==> config.mk <==
export PLATFORM = sky130hd
export DESIGN_NAME = switch_mcu_alu_shift
export DESIGN_NICKNAME = d
export VERILOG_FILES = /design/src/rtl/switch_mcu_alu_shift.sv
export SDC_FILE = /design/constraint.sdc
export NUM_CORES = 1
export LEC_CHECK = 0
export ABC_AREA = 1
export BUFFER_PORTS_ARGS = -buffer_cell sky130_fd_sc_hd__buf_2
export CORE_ASPECT_RATIO = 1.75
export CORE_MARGIN = 4
export CORE_UTILIZATION = 51
export DETAILED_ROUTE_END_ITERATION = 10
export HOLD_SLACK_MARGIN = 0.1
export PLACE_DENSITY_LB_ADDON = 0.25
export SYNTH_ARGS = -nofsm -noshare
export SYNTH_HDL_FRONTEND = slang
export SYNTH_SLANG_ARGS = --single-unit
==> constraint.sdc <==
create_clock -name in_clk -period 1.45 [get_ports in_clk]
set_input_delay 0.145 -clock in_clk [delete_from_list [all_inputs] [get_ports in_clk]]
set_output_delay 0.145 -clock in_clk [all_outputs]
set_load 0.02 [all_outputs]
==> src/rtl/switch_mcu_alu_shift.sv <==
// Shift execution unit: reads rs1/rs2 through the register-file ports, shifts, writes rd.
// Optional SWITCH_MCU_ALU_SHIFT_SERIAL_EN replaces the barrel shifter with a one-bit-per-cycle shifter.
module switch_mcu_alu_shift #(
  parameter int unsigned XLEN    = 32,
  parameter int unsigned SHAMT_W = 5
) (
  input  logic               in_clk,
  input  logic               in_rst,
  input  logic               in_en,
  input  logic               in_start,
  input  logic [1:0]         in_op,
  input  logic               in_use_imm,
  input  logic [11:0]        in_imm_type_i,
  input  logic [4:0]         in_rs1,
  input  logic [4:0]         in_rs2,
  input  logic [4:0]         in_rd,
  input  logic [XLEN-1:0]    in_rdata_1,
  input  logic [XLEN-1:0]    in_rdata_2,
  output logic               out_ren_1,
  output logic               out_ren_2,
  output logic [4:0]         out_raddr_1,
  output logic [4:0]         out_raddr_2,
  output logic               out_wen,
  output logic [4:0]         out_waddr,
  output logic [XLEN-1:0]    out_wdata,
  output logic               out_busy,
  output logic               out_done
);

  localparam int unsigned IMM_W = 12;
  localparam int unsigned REG_W = 5;

  localparam logic [1:0] OP_SLL = 2'b00;
  localparam logic [1:0] OP_SRA = 2'b10;

  typedef enum logic [2:0] {
    S_IDLE,
    S_READ,
    S_CAPTURE,
    S_SHIFT,
    S_WRITE
  } state_t;

  state_t state_q, state_n;

  logic [1:0]         op_q;
  logic               use_imm_q;
  logic [SHAMT_W-1:0] imm_q;
  logic [REG_W-1:0]   rd_q;
  logic [XLEN-1:0]    operand_q;
  logic [SHAMT_W-1:0] shamt_q;

  logic               ren_1_n, ren_2_n, wen_n, busy_n, done_n;
  logic [REG_W-1:0]   raddr_1_n, raddr_2_n, waddr_n;
  logic [XLEN-1:0]    wdata_n;

  logic [SHAMT_W-1:0] shamt_sel_c;
  logic [XLEN-1:0]    result_c;
  logic               shift_last_c;
  logic               launch_c;

  // Only the low SHAMT_W bits of the immediate and of rs2 data select the shift.
  logic unused_bits;
  assign unused_bits = ^{in_imm_type_i[IMM_W-1:SHAMT_W], in_rdata_2[XLEN-1:SHAMT_W]};

  assign launch_c    = (state_q == S_IDLE) && in_en && in_start;
  assign shamt_sel_c = use_imm_q ? imm_q : in_rdata_2[SHAMT_W-1:0];

`ifdef SWITCH_MCU_ALU_SHIFT_SERIAL_EN
  function automatic logic [XLEN-1:0] shift_one(input logic [1:0] op, input logic [XLEN-1:0] a);
    case (op)
      OP_SLL:  shift_one = {a[XLEN-2:0], 1'b0};
      OP_SRA:  shift_one = {a[XLEN-1], a[XLEN-1:1]};
      default: shift_one = {1'b0, a[XLEN-1:1]};
    endcase
  endfunction

  // shamt_q doubles as the remaining-bits counter; operand_q holds the running result.
  assign shift_last_c = (shamt_q == '0);
  assign result_c     = operand_q;
`else
  function automatic logic [XLEN-1:0] shift_bar(input logic [1:0] op, input logic [XLEN-1:0] a,
                                                input logic [SHAMT_W-1:0] s);
    case (op)
      OP_SLL:  shift_bar = a << s;
      OP_SRA:  shift_bar = $unsigned($signed(a) >>> s);
      default: shift_bar = a >> s;
    endcase
  endfunction

  assign shift_last_c = 1'b1;
  assign result_c     = shift_bar(op_q, operand_q, shamt_q);
`endif

  // State register
  always_ff @(posedge in_clk or negedge in_rst) begin
    if (!in_rst) begin
      state_q <= S_IDLE;
    end else begin
      state_q <= state_n;
    end
  end

  // Next state and next values of the registered outputs
  always_comb begin
    state_n   = state_q;
    ren_1_n   = 1'b0;
    ren_2_n   = 1'b0;
    raddr_1_n = '0;
    raddr_2_n = '0;
    wen_n     = 1'b0;
    waddr_n   = '0;
    wdata_n   = '0;
    done_n    = 1'b0;
    busy_n    = 1'b0;
    if (!in_en) begin
      state_n = S_IDLE;
    end else begin
      case (state_q)
        S_IDLE: begin
          if (in_start) begin
            state_n   = S_READ;
            ren_1_n   = 1'b1;
            raddr_1_n = in_rs1;
            if (!in_use_imm) begin
              ren_2_n   = 1'b1;
              raddr_2_n = in_rs2;
            end
          end
        end
        S_READ:    state_n = S_CAPTURE;
        S_CAPTURE: state_n = S_SHIFT;
        S_SHIFT: begin
          if (shift_last_c) begin
            state_n = S_WRITE;
            done_n  = 1'b1;
            if (rd_q != '0) begin
              wen_n   = 1'b1;
              waddr_n = rd_q;
              wdata_n = result_c;
            end
          end
        end
        S_WRITE:   state_n = S_IDLE;
        default:   state_n = S_IDLE;
      endcase
    end
    busy_n = (state_n != S_IDLE);
  end

  // Output registers
  always_ff @(posedge in_clk or negedge in_rst) begin
    if (!in_rst) begin
      out_ren_1   <= 1'b0;
      out_ren_2   <= 1'b0;
      out_raddr_1 <= '0;
      out_raddr_2 <= '0;
      out_wen     <= 1'b0;
      out_waddr   <= '0;
      out_wdata   <= '0;
      out_busy    <= 1'b0;
      out_done    <= 1'b0;
    end else begin
      out_ren_1   <= ren_1_n;
      out_ren_2   <= ren_2_n;
      out_raddr_1 <= raddr_1_n;
      out_raddr_2 <= raddr_2_n;
      out_wen     <= wen_n;
      out_waddr   <= waddr_n;
      out_wdata   <= wdata_n;
      out_busy    <= busy_n;
      out_done    <= done_n;
    end
  end

  // Latched request fields and shift datapath
  always_ff @(posedge in_clk or negedge in_rst) begin
    if (!in_rst) begin
      op_q      <= '0;
      use_imm_q <= 1'b0;
      imm_q     <= '0;
      rd_q      <= '0;
      operand_q <= '0;
      shamt_q   <= '0;
    end else begin
      if (launch_c) begin
        op_q      <= in_op;
        use_imm_q <= in_use_imm;
        imm_q     <= in_imm_type_i[SHAMT_W-1:0];
        rd_q      <= in_rd;
      end
      if (state_q == S_CAPTURE && in_en) begin
        operand_q <= in_rdata_1;
        shamt_q   <= shamt_sel_c;
      end
`ifdef SWITCH_MCU_ALU_SHIFT_SERIAL_EN
      if (state_q == S_SHIFT && in_en && !shift_last_c) begin
        operand_q <= shift_one(op_q, operand_q);
        shamt_q   <= shamt_q - SHAMT_W'(1);
      end
`endif
    end
  end

endmodule

==> impl_metrics.ini <==
[drt]
drtPass1Iterations = 7
vias = 10010
drcViolationCount = 0
antenna_left = 0
wire_per_inst_um = 21.2
routed_wirelength_mm = 35.3
drtIter0Drc = 919
avgViaCountPerCell = 6.00

[synthesis]
synth_commonest_cells = nand2_1, nand3_1, dfrtp_1
synth_fp_nets = 1254
syn_inst = 1156
synth-seq-area-share_pct = 35.5
synth_seq_cells = 105
async_reset_ff_share_pct = 100
yosys_warnings = 0
synth.area.top_cells = dfrtp_1, nand2_1, nand3_1, o21ai_0, a21oi_1
synth_top_area_share_pct = 35.5
synth_edf_count = 0
synth_most_common_cell = nand2_1
yosysTopAreaCell = dfrtp_1
syn_area_per_cell_um2 = 6.40
synth_area_um2 = 7400
yosysUniqueCellTypes = 39
synth-main-ff-cell = dfrtp_1

[clock_tree]
worstSkewPairLatency_ns = 0.37
path_clk_slew_ns = 0.09
ctsLongestPathBuffers = 2
cts_sinks = 105
cts_tree = yes
cts_buffers = 9
root_buffer = clkbuf_16
htreeDepth = 3

[power]
cellPowerDensity_nw_per_um2 = 2530
cellInternalPower_w = 0.0134
swShare_pct = 52.7
p_sw_w = 0.0149
leakagePower_nw = 5.94
p_comb_share_pct = 75.7
seqPwrFrac_pct = 15.5
total_power_w = 0.0284
p_clk_share_pct = 8.8
vdd_drop_max_uv = 1920

[cells_and_area]
multi_input_area_um2 = 4730
ff_latch_area_um2 = 2630
drive_gt1_share_pct = 36.2
syn_to_final_growth_pct = 51.5
final_util_pct = 78.4
n_antenna_cell = 0
nNetsFinal = 1581
fillers = 1016

[timing]
fin_crit_sh_pct = 134
finalHoldViolations = 0
setup_viol = 32
rsz0062_at_grt = yes
fin_setup_tns_ns = -13.92
whs_ns = 0.102
fmax_mhz = 516
slew_headroom_pct = 57.1
worst_slew_pin_slew_ns = 0.643
slew_viol_final = 0
fin_ws_ns = -0.488
skew_ns = 0.0187
finalCriticalPeriod_ns = 1.94

[placed_design]
io_buffers = 115
hpwlAfterDp_mm = 22.4
place_congestion = 1.07

[die]
die_area_um2 = 16600
num_rows = 58
die_h_um = 167
dieWidth_um = 99.0
ios = 150
core_um2 = 14300
start_util_pct = 51.7

[worst_setup_path]
crit_chain = buf_4 -> buf_16 -> nand2_2 -> nand3_2 -> nand3_1 -> nand2_2 -> nand2_2 -> nand2_2 -> buf_4 -> nand2_1 -> nand2_2 -> o21ai_1 -> inv_1
critPathMaxFanout = 9
crit_required_ns = 1.71
end_kind = flop
critPathKind = reg -> reg
crit_top_cell = nand2_2
max_stage_delay_ns = 0.45
crit_slowest_cell = dfrtp_2
startpoint_type = flop
arrival_ns = 2.20

[global_route]
grt_pass1_vias = 9681
grt-ovfl-total = 0
antenna_found_initial = 0
grt_pass1_wl_mm = 51.7
grt_max_degree = 106
grt.total_usage_pct = 39.9

[status]
violations = negative setup slack
status = finished, violations left

[job]
maxCapViolCount = 0

[worst_hold_path]
hp-class = in -> reg
final timing paths:
kind                                  to  slack [ns]       start  cells past startpoint
hold reg to reg             out_waddr[0]        0.51     rd_q[0]                      2
setup reg to reg            out_wdata[5]       -0.49  shamt_q[0]                     13
max in group asynchronous   operand_q[9]        0.56      in_rst                      3
hold / removal                 out_ren_2        0.10    in_start                      3
setup / recovery            out_wdata[5]       -0.49  shamt_q[0]                     13
min in group asynchronous  out_wdata[27]        0.33      in_rst                      3
timing repair:
action	4_1_cts	5_1_grt
gates cloned	3	1
pin swaps	11	19
resized for setup	103	89
endpoints found under the hold margin	166	0
setup endpoints to repair	32	83
hold buffers	61	0
setup buffers	4	6
logic make-up (layout without fill, tap and decap cells):
| logic type | Yosys count | in the layout | share of synthesized area, % |
|---|---|---|---|
| flip-flops | 105 | 105 | 35.5 |
| AND/OR/NAND/NOR | 749 | 749 | 42.3 |
| AO/OA/AOI/OAI | 165 | 165 | 13.0 |
| multiplexers | 3 | 3 | 0.575 |
| buffers and inverters | 134 | 466 | 8.58 |
layout by cell type (no fill, tap or decap), drive strengths merged:
master       count
a211oi           2
a21boi           1
a21oi           47
a31oi            9
and2            11
buf            327
bufbuf           1
clkbuf          10
clkinv           7
clkinvlp         2
dfrtp          105
dlygate4sd3     61
inv             58
mux2i            3
nand2          498
nand3          171
nand4            3
nor2            59
nor3             6
o211ai          20
o21a             2
o21ai           79
o221ai           4
o22ai            1
or2              1
area by class of cell:
cell class / instances / share of cell area [%]
clock buffers: 10 / 2.04
well taps: 180 / 2.01
inverters: 59 / 2.24
clock inverters: 6 / 0.592
repair inverters: 2 / 0.201
flip-flops and latches: 105 / 23.5
multi-input cells: 917 / 42.2
repair buffers: 389 / 27.2
metrics by stage:
step / setup WS [ns] / cell area (µm²) / cells
finish: -0.488 / 11200 / 1668
global route: -0.596 / 11200 / 1668
CTS: -0.408 / 10800 / 1661
detailed placement: -0.672 / 9510 / 1577
global placement: -0.657 / 9510 / 1577
floorplan: -0.0452 / 7440 / 1156
power by group through the flow:
stage	sequential, W	combinational, W	clock (W)
floorplan	0.00414	0.0101	0
global placement	0.00423	0.0173	0
detailed placement	0.00425	0.0175	0
CTS	0.00425	0.0191	0.00248
global route	0.00444	0.0228	0.00260
finish	0.00439	0.0215	0.00250
registers in the layout, indices dropped and copies added (netlist names), 2 cells and up:
signal	flops
imm_q	5
out_wdata	32
out_raddr_2	5
rd_q	5
out_raddr_1	5
shamt_q	5
out_waddr	5
operand_q	32
op_q	2
state_q	3
worst max-delay path: cells and delay by family (launching register included):
family | cells | cell delay (ns)
and+or+nand+nor | 8 | 0.75
buffers and inverters | 4 | 0.48
DFF | 1 | 0.45
AOI/OAI and AO/OA | 1 | 0.15
per-layer routing:
metal  wire length [µm]  global-route usage, %  part of all wire (%)
met5                  0                      0                     0
met2              17300                   69.0                    49
met1              11800                   44.6                    33
met3               2740                   5.04                   7.8
met4               3450                   27.4                   9.8
No activity file was read; power rests on OpenSTA's default activity.
